<file path="config.mk">
export PLATFORM = sky130hd
export DESIGN_NAME = codec_seq_ctrl
export DESIGN_NICKNAME = d
export VERILOG_FILES = /design/src/rtl/codec_seq_pkg.sv /design/src/rtl/lrck_edge_sync.sv /design/src/rtl/codec_seq_ctrl.sv
export SDC_FILE = /design/constraint.sdc
export NUM_CORES = 1
export LEC_CHECK = 0
export ABC_AREA = 1
export ABC_CLOCK_PERIOD_IN_PS = 3000
export BUFFER_PORTS_ARGS = -buffer_cell sky130_fd_sc_hd__buf_2
export CELL_PAD_IN_SITES_DETAIL_PLACEMENT = 0
export CELL_PAD_IN_SITES_GLOBAL_PLACEMENT = 1
export CORE_MARGIN = 2
export CORE_UTILIZATION = 44
export CTS_BUF_LIST = sky130_fd_sc_hd__clkbuf_16
export CTS_CLUSTER_DIAMETER = 150
export DETAILED_ROUTE_END_ITERATION = 10
export PLACE_DENSITY = 0.91
export SYNTH_ARGS = -nofsm -noshare
export SYNTH_HDL_FRONTEND = slang
export SYNTH_SLANG_ARGS = --single-unit
</file>
<file path="constraint.sdc">
create_clock -name clk -period 3 [get_ports clk]
set_clock_uncertainty 0.2 [all_clocks]
set_input_delay 0.3 -clock clk [delete_from_list [all_inputs] [get_ports clk]]
set_output_delay 0.3 -clock clk [all_outputs]
set_load 0.01 [all_outputs]
</file>
<file path="src/rtl/codec_seq_pkg.sv">
// ----------------------------------------------------------------------------
// codec_seq_pkg
// Shared definitions for the codec bring-up sequencer:
//   state_t      - sequencer state encodings (also driven on the state port)
//   RATE_*       - rate_sel codes; bit0 drives PLL FS1, bit1 drives PLL FS2
//   cnt_width()  - width of a saturating counter that must hold 0..limit
// ----------------------------------------------------------------------------
package codec_seq_pkg;

   typedef enum logic [2:0] {
      IDLE     = 3'd0,
      PLL_CFG  = 3'd1,
      PLL_WAIT = 3'd2,
      ADC_CFG  = 3'd3,
      SYNC     = 3'd4,
      RUN      = 3'd5,
      FAULT    = 3'd6
   } state_t;

   localparam logic [1:0] RATE_48K  = 2'b00;
   localparam logic [1:0] RATE_44K1 = 2'b01;
   localparam logic [1:0] RATE_96K  = 2'b10;
   localparam logic [1:0] RATE_32K  = 2'b11;

   function automatic int cnt_width(input int limit);
      return $clog2(limit + 1);
   endfunction

endpackage

</file>
<file path="src/rtl/lrck_edge_sync.sv">
// ----------------------------------------------------------------------------
// lrck_edge_sync
// Brings the asynchronous ADC LRCK into the clk domain through two flops and
// emits a registered one-cycle pulse on each rising edge of the synced value.
//   clk, rst - system clock, synchronous active-high reset
//   lrck     - raw LRCK from the ADC (asynchronous)
//   rise     - one-cycle pulse per LRCK rising edge
// ----------------------------------------------------------------------------
module lrck_edge_sync (
   input  logic clk,
   input  logic rst,
   input  logic lrck,
   output logic rise
);

   logic sync1_reg;
   logic sync2_reg;
   logic prev_reg;
   logic rise_reg;

   always_ff @(posedge clk) begin
      if (rst) begin
         sync1_reg <= 1'b0;
         sync2_reg <= 1'b0;
         prev_reg  <= 1'b0;
         rise_reg  <= 1'b0;
      end else begin
         sync1_reg <= lrck;
         sync2_reg <= sync1_reg;
         prev_reg  <= sync2_reg;
         rise_reg  <= sync2_reg & ~prev_reg;
      end
   end

   assign rise = rise_reg;

endmodule

</file>
<file path="src/rtl/codec_seq_ctrl.sv">
// ----------------------------------------------------------------------------
// codec_seq_ctrl
// Power-up sequencer for a PLL + ADC + DAC codec chain: configure the PLL,
// wait for it to settle, configure the ADC, wait for LRCK_FRAMES LRCK frames,
// then unmute the DAC. A rate_sel change while syncing/running re-runs the
// PLL setup; en=0 returns to IDLE with every pin low.
//   clk, rst         - 50 MHz clock, synchronous active-high reset
//   en, rate_sel     - bring-up request and sample-rate select
//   i_adc_lrck       - ADC LRCK (asynchronous)
//   o_pll_*          - PLL configuration pins
//   o_adc_*          - ADC mode pins
//   o_dac_nmute      - 1 = DAC unmuted (RUN only)
//   ready/fault/state- status
// Build option: define CODEC_SEQ_WDOG_EN to enable the LRCK watchdog that
// moves SYNC/RUN to FAULT when LRCK stops; otherwise fault is tied low and
// SYNC waits indefinitely.
// All outputs come straight from registers.
// ----------------------------------------------------------------------------
module codec_seq_ctrl
   import codec_seq_pkg::*;
#(
   parameter int         PLL_SETTLE_CYC = 50000,
   parameter int         LRCK_FRAMES    = 16,
   parameter int         WDOG_CYC       = 2048,
   parameter logic       ADC_FMT        = 1'b0,
   parameter logic [1:0] ADC_MD         = 2'b00
) (
   input  logic       clk,
   input  logic       rst,
   input  logic       en,
   input  logic [1:0] rate_sel,
   input  logic       i_adc_lrck,
   output logic       o_pll_csel,
   output logic       o_pll_fs1,
   output logic       o_pll_fs2,
   output logic       o_pll_sr,
   output logic       o_adc_fmt,
   output logic       o_adc_md1,
   output logic       o_adc_md2,
   output logic       o_dac_nmute,
   output logic       ready,
   output logic       fault,
   output logic [2:0] state
);

   localparam int PLL_W = cnt_width(PLL_SETTLE_CYC);
   localparam int FRM_W = cnt_width(LRCK_FRAMES);

   localparam logic [PLL_W-1:0] PLL_LAST = PLL_W'(PLL_SETTLE_CYC - 1);
   localparam logic [PLL_W-1:0] PLL_MAX  = PLL_W'(PLL_SETTLE_CYC);
   localparam logic [FRM_W-1:0] FRM_LAST = FRM_W'(LRCK_FRAMES - 1);
   localparam logic [FRM_W-1:0] FRM_MAX  = FRM_W'(LRCK_FRAMES);

   state_t           state_reg;
   logic [1:0]       rate_q_reg;
   logic [PLL_W-1:0] pll_cnt_reg;
   logic [FRM_W-1:0] frm_cnt_reg;
   logic             csel_reg, fs1_reg, fs2_reg, sr_reg;
   logic             fmt_reg, md1_reg, md2_reg;
   logic             nmute_reg, ready_reg;
   logic             rise;

   lrck_edge_sync u_lrck_edge_sync (
      .clk  (clk),
      .rst  (rst),
      .lrck (i_adc_lrck),
      .rise (rise)
   );

`ifdef CODEC_SEQ_WDOG_EN
   localparam int WDOG_W = cnt_width(WDOG_CYC);
   localparam logic [WDOG_W-1:0] WDOG_LAST = WDOG_W'(WDOG_CYC - 1);
   localparam logic [WDOG_W-1:0] WDOG_MAX  = WDOG_W'(WDOG_CYC);

   logic [WDOG_W-1:0] wdog_cnt_reg;
   logic              fault_reg;
   logic              wdog_hit;

   // Counts clk cycles since the last LRCK edge; only runs while waiting on
   // or consuming LRCK, and is restarted as the ADC is configured.
   always_ff @(posedge clk) begin
      if (rst) begin
         wdog_cnt_reg <= '0;
      end else if (state_reg == ADC_CFG || rise) begin
         wdog_cnt_reg <= '0;
      end else if ((state_reg == SYNC || state_reg == RUN) &&
                   wdog_cnt_reg != WDOG_MAX) begin
         wdog_cnt_reg <= wdog_cnt_reg + WDOG_W'(1);
      end
   end

   assign wdog_hit = (wdog_cnt_reg == WDOG_LAST);
   assign fault    = fault_reg;
`else
   assign fault = 1'b0;
`endif

   always_ff @(posedge clk) begin
      if (rst) begin
         state_reg   <= IDLE;
         rate_q_reg  <= 2'b00;
         pll_cnt_reg <= '0;
         frm_cnt_reg <= '0;
         csel_reg    <= 1'b0;
         fs1_reg     <= 1'b0;
         fs2_reg     <= 1'b0;
         sr_reg      <= 1'b0;
         fmt_reg     <= 1'b0;
         md1_reg     <= 1'b0;
         md2_reg     <= 1'b0;
         nmute_reg   <= 1'b0;
         ready_reg   <= 1'b0;
`ifdef CODEC_SEQ_WDOG_EN
         fault_reg   <= 1'b0;
`endif
      end else if (!en && state_reg != IDLE) begin
         // Shutdown beats everything, including a pending FAULT.
         state_reg   <= IDLE;
         csel_reg    <= 1'b0;
         fs1_reg     <= 1'b0;
         fs2_reg     <= 1'b0;
         sr_reg      <= 1'b0;
         fmt_reg     <= 1'b0;
         md1_reg     <= 1'b0;
         md2_reg     <= 1'b0;
         nmute_reg   <= 1'b0;
         ready_reg   <= 1'b0;
`ifdef CODEC_SEQ_WDOG_EN
         fault_reg   <= 1'b0;
`endif
      end else begin
         case (state_reg)
            IDLE: begin
               if (en) state_reg <= PLL_CFG;
            end
            PLL_CFG: begin
               // fs pins take rate_sel directly: identical to the value
               // latched into rate_q on this same edge.
               rate_q_reg  <= rate_sel;
               csel_reg    <= 1'b1;
               fs1_reg     <= rate_sel[0];
               fs2_reg     <= rate_sel[1];
               sr_reg      <= 1'b0;
               pll_cnt_reg <= '0;
               state_reg   <= PLL_WAIT;
            end
            PLL_WAIT: begin
               if (pll_cnt_reg == PLL_LAST) begin
                  state_reg <= ADC_CFG;
               end else if (pll_cnt_reg != PLL_MAX) begin
                  pll_cnt_reg <= pll_cnt_reg + PLL_W'(1);
               end
            end
            ADC_CFG: begin
               fmt_reg     <= ADC_FMT;
               md1_reg     <= ADC_MD[0];
               md2_reg     <= ADC_MD[1];
               frm_cnt_reg <= '0;
               state_reg   <= SYNC;
            end
            SYNC, RUN: begin
               if (rate_sel != rate_q_reg) begin
                  state_reg <= PLL_CFG;
                  nmute_reg <= 1'b0;
                  ready_reg <= 1'b0;
               end else if (state_reg == SYNC && rise &&
                            frm_cnt_reg == FRM_LAST) begin
                  state_reg <= RUN;
                  nmute_reg <= 1'b1;
                  ready_reg <= 1'b1;
               end
`ifdef CODEC_SEQ_WDOG_EN
               // An edge arriving on the expiry cycle restarts the watchdog
               // instead of faulting.
               else if (wdog_hit && !rise) begin
                  state_reg <= FAULT;
                  nmute_reg <= 1'b0;
                  ready_reg <= 1'b0;
                  fault_reg <= 1'b1;
               end
`endif
               else if (state_reg == SYNC && rise && frm_cnt_reg != FRM_MAX) begin
                  frm_cnt_reg <= frm_cnt_reg + FRM_W'(1);
               end
            end
            FAULT: begin
               // Pins held; only en=0 (handled above) leaves this state.
            end
            default: begin
               state_reg <= IDLE;
            end
         endcase
      end
   end

   assign o_pll_csel  = csel_reg;
   assign o_pll_fs1   = fs1_reg;
   assign o_pll_fs2   = fs2_reg;
   assign o_pll_sr    = sr_reg;
   assign o_adc_fmt   = fmt_reg;
   assign o_adc_md1   = md1_reg;
   assign o_adc_md2   = md2_reg;
   assign o_dac_nmute = nmute_reg;
   assign ready       = ready_reg;
   assign state       = state_reg;

endmodule
</file>
* After elaboration in Yosys (flattened, before gate mapping) *
Index checks and enable logic that the tools add are counted.

storage, ports and cells
  input port bits = 6
  memories kept = 0
  logic and storage cells = 68
  latch bits = 0
  bits in read-only memories = 0
  flip-flop bits (word level) = 34
  memory bits (writable) = 0
  output and inout port bits = 13

operators by class
  shift operators = 0
  reductions and logical operators = 17
  add/subtract/negate cells = 2
  bitwise operators = 4
  eq/ne operators = 19
  div/mod/pow operators = 0
  order comparisons = 0
  muxes and demuxes = 14
  $mul = 0

operator list
  cell                                           number
  two-way mux 16 bit                             2
  one-hot mux 16 bit (2 select lines)            1
  one-hot mux 3 bit (6 select lines)             1
  adder 16 x 1 -> 16 bit, second input constant  1
  == test 16 bit, second input constant          1
  inequality test 16 bit, second input constant  1
  two-way mux 5 bit                              3
  inequality test 2 bit, second input constant   7
  two-way mux 3 bit                              4
  one-hot mux 5 bit (2 select lines)             1
  == test 3 bit, second input constant           3
  AND reduction 4 bit                            2
  == test 3 x 2 -> 1 bit, second input constant  2
  nonzero test 2 bit                             3
  adder 5 x 1 -> 5 bit, second input constant    1
  == test 5 x 4 -> 1 bit, second input constant  1
  inequality test 5 bit, second input constant   1
  AND reduction 5 bit                            1
  logical AND 1 bit                              4
  AND reduction 2 bit                            2
  OR reduction 2 bit                             2
  == test 3 x 1 -> 1 bit, second input constant  1
  logical NOT 3 bit                              1
  inequality test 3 bit, second input constant   1
  6 further kinds                                9

* Longest topological paths before layout *
  depth after elaboration = 7
  depth in mapped cells = 11
  mapped depth without buffers = 11

* Cells and area by module *
A second synthesis with hierarchy kept.

second synthesis, totals
  cells, all modules = 349
  area total of the unflattened synthesis = 2209.6 um^2

modules (own cells, without submodules)
  module          cells each  seq. area each (um^2)  area each (um^2)  times used
  codec_seq_ctrl  337         600.6                  2094.5            1
  lrck_edge_sync  12          80.1                   115.1             1

* Least setup slack after synthesis *
Ideal clock, no wire load.

  kind = register to register
  start point = register pll_cnt_reg[0]
  end point = register pll_cnt_reg[5]
  required time = 2664 ps
  clock period less this slack = 1688 ps
  setup slack = 1312 ps
  data arrival time = 1352 ps
  stages on the path, launching flop included = 10
  path buffers = 1
  library setup time = 136 ps
  path through = dfxtp_1 ha_1 nand3_1 nor2_2 nand3_2 inv_1 nor2_2 buf_4 nand2_1 a21oi_2

on the way
  cells in the longest elaborated chain, start to end = 4
  elaborated cells between the ends (all ways) = 9
  those cells by class = add/sub (1); eq/ne (4); mux (3); reduce/logical (1)

RTL lines
  item                                 line                   source
  start, declared                      codec_seq_ctrl.sv:56   logic [PLL_W-1:0] pll_cnt_reg;
  start signal, assigned               codec_seq_ctrl.sv:151  pll_cnt_reg <= pll_cnt_reg + PLL_W'(1);
  adder 16 x 1 -> 16 bit               codec_seq_ctrl.sv:151
  two-way mux 16 bit                   codec_seq_ctrl.sv:150  end else if (pll_cnt_reg != PLL_MAX) begin
  two-way mux 16 bit                   codec_seq_ctrl.sv:148  if (pll_cnt_reg == PLL_LAST) begin
  one-hot mux 16 bit (2 select lines)  codec_seq_ctrl.sv:132  case (state_reg)

Several ways; a longest one is shown, not always the timed one. The select of a mux whose other input is x is not followed.
A chain may end at the register's enable or synchronous reset.

* Final worst setup path *
  start point = register state_reg[1], in the netlist state[1]
  end point = register pll_cnt_reg[12]

on the way
  cells in the longest elaborated chain, start to end = 4
  elaborated cells between the ends (all ways) = 10
  those cells by class = eq/ne (4); mux (1); bitwise (1); reduce/logical (4)

RTL lines
  item                                                         line                   source
  start, declared                                              codec_seq_ctrl.sv:54   state_t state_reg;
  start signal, assigned                                       codec_seq_ctrl.sv:100  state_reg <= IDLE;
  start signal, assigned                                       codec_seq_ctrl.sv:118  state_reg <= IDLE;
  start signal, assigned                                       codec_seq_ctrl.sv:134  if (en) state_reg <= PLL_CFG;
  branches (longest 4 deep; another with AND reduction 4 bit)  --

Several ways; the timed one is not identified.

==> flow_summary.json <==
{
  "arrival_ns": 2.11,
  "cts_max_level": 2,
  "pin_count": 19,
  "hold_viol": 0,
  "crit_type": "register to register",
  "grt_max_degree": 15,
  "power.total_mw": 1.54,
  "status": "finished clean",
  "clk_pin_slew_ns": 0.06,
  "netlist_instances": 348,
  "gp_congestion": 0.928,
  "power.density_nw_per_um2": 651,
  "seq_area_sq_um": 681,
  "mostFrequentLayoutCells": "nand2_1, nor2_1, inv_1",
  "cts_tree": "built",
  "hold_buffers": 0,
  "synth_top_area_share_pct": 31.7,
  "fillers": 498,
  "hold_class": "input port to register",
  "drt_wl_total_um": 4900,
  "synth.avg_cell_area_sq_um": 6.18,
  "clock_latency_ns": 0.28,
  "fin_crit_sh_pct": 71.3,
  "dpl.hpwl_um": 3610,
  "sequentialPowerShare_pct": 34.6,
  "grtUsageTotal_pct": 20.2,
  "yosysWarnings": 0,
  "nets": 370,
  "grt_overflow": 0,
  "cp_data_required_time_ns": 2.97,
  "drive_gt1_share_pct": 12.2,
  "p_int_uw": 937,
  "relSlewSlack_pct": 65.8,
  "cp_max_fo": 13,
  "die-area_sq_um": 5460,
  "syn_area_sq_um": 2150,
  "dr.first_iter.drc_count": 149,
  "setup_tns_ns": 0,
  "dr.pass1.iters": 4,
  "tightest_slew_ns": 0.512,
  "power_leakage_nw": 0.959,
  "cts_made_buffers": 5,
  "postCtsSetupRepairBufs": 0,
  "mostFrequentLayoutCell": "nand2_1",
  "multi_input_area_sq_um": 1210,
  "setup_viol": 0,
  "dieWidth_um": 73.9,
  "synthDistinctLibCells": 29,
  "wl_per_cell_um": 11.5,
  "p_clk_share_pct": 32.3,
  "num_antenna_cells": 0,
  "netSwitchingPower_uw": 605,
  "min_period_ns": 2.14,
  "start_util_pct": 45.5,
  "core-area_sq_um": 4720,
  "largest_register_ffs": 16,
  "p_comb_share_pct": 33.1,
  "io_buffers": 13,
  "grt_pass1_wl_um": 8360,
  "slew_violations": 0,
  "ys_seq_area_share_pct": 31.7,
  "synthToLayoutAreaGrowth_pct": 10.2,
  "drc": 0,
  "clockBufferDepth": 2,
  "cts-resized-gates": 0,
  "hold_slack_ns": 0.0211,
  "antenna_found_initial": 0,
  "rsz0062_at_grt": "no",
  "num_vias": 2062,
  "yosys.area.top_type": "dfxtp_1",
  "max_cap_violations": 0,
  "crit_path_start_kind": "register",
  "grt_pass1_vias": 1795,
  "via_per_inst": 4.83,
  "ant_nets": 0,
  "netSwitchingFraction_pct": 39.2,
  "cts-root-buf": "clkbuf_16",
  "synth-seq-cells": 34,
  "num_rows": 25,
  "r2r_setup_slack_ns": 0.86,
  "ir_drop_uv": 313,
  "synth.area.top_cells": "dfxtp_1, nand2_1, nor2_1, inv_1, nand3_1",
  "worst_slack_ns": 0.862,
  "place_ws_ns": 0.886,
  "fmax_ghz": 0.468,
  "die_h_um": 73.9,
  "end_kind": "register",
  "cts.sinks": 34
}
cell type report:
| type | count | share of cell area [%] |
|---|---|---|
| tap | 67 | 3.54 |
| clock inverter | 3 | 0.687 |
| clock buffer | 5 | 5.28 |
| sequential | 34 | 28.7 |
| inverter | 48 | 7.61 |
| multi-input combinational | 256 | 51.1 |
| timing repair buffer | 14 | 3.06 |
worst paths after layout:
path / cells past startpoint / end / from
min reg2reg: 1 / u_lrck_edge_sync.rise / u_lrck_edge_sync.prev_reg
max reg2reg: 9 / pll_cnt_reg[12] / state[1]
max: 9 / pll_cnt_reg[12] / state[1]
min: 3 / u_lrck_edge_sync.sync1_reg / i_adc_lrck
power groups by stage:
| stage | clock network, mW | registers [mW] | logic, mW |
|---|---|---|---|
| global route | 0.532 | 0.538 | 0.583 |
| finish | 0.498 | 0.533 | 0.511 |
| detailed placement | 0 | 0.542 | 0.509 |
| floorplan | 0 | 0.553 | 0.398 |
| global placement | 0 | 0.541 | 0.502 |
| CTS | 0.508 | 0.532 | 0.511 |
cells by family after synthesis:
logic type	count (synthesis)	share of synthesized area [%]
AOI/OAI and AO/OA	32	9.25
xor gates and xnor gates	2	0.815
adders and majority gates	5	2.91
buffers and inverters	62	12.7
DFF	34	31.7
other	1	0.174
and+or+nand+nor	212	42.4
Yosys cell counts:
library cell,instances
nor2_2,3
ha_1,5
nand3_1,24
nand3_2,3
xor2_1,2
a211oi_1,2
a21oi_2,9
buf_1,1
nor3_1,6
nor2_4,1
dfxtp_1,34
o21ai_0,10
conb_1,1
inv_1,42
a21oi_1,11
nand3b_1,1
nand2_1,103
nor3b_1,2
nand2_2,1
inv_2,5
buf_6,1
clkbuf_1,1
clkinv_1,1
nand3_4,1
clkbuf_2,1
nand4_1,7
nor2_1,60
buf_2,2
buf_4,8
critical path: stages, from the launching register on:
cell,delay [ns]
dfxtp_1,0.45
nand3_2,0.30
nand2_1,0.18
nand2_1,0.08
clkinv_1,0.07
nand2_1,0.08
nor2_2,0.41
nand2_1,0.12
nand2_1,0.09
nor2_1,0.04
layer usage:
layer	share of wire [%]	up-vias	GRT usage [%]
met5	0	-	0
met4	1.5	0	7.27
met3	3.4	5	4.94
met2	45	37	30.4
met1	50	926	28.1
li1	-	1094	-
through the flow:
stage,utilization [%],cell area (sq um),std cells
after floorplan,-,2160,352
after global placement,47.2,2230,419
after detailed placement,47.2,2230,419
after CTS,50.1,2370,427
after global routing,50.1,2370,427
final,50.1,2370,427
Power figures use the tool's default switching activity.
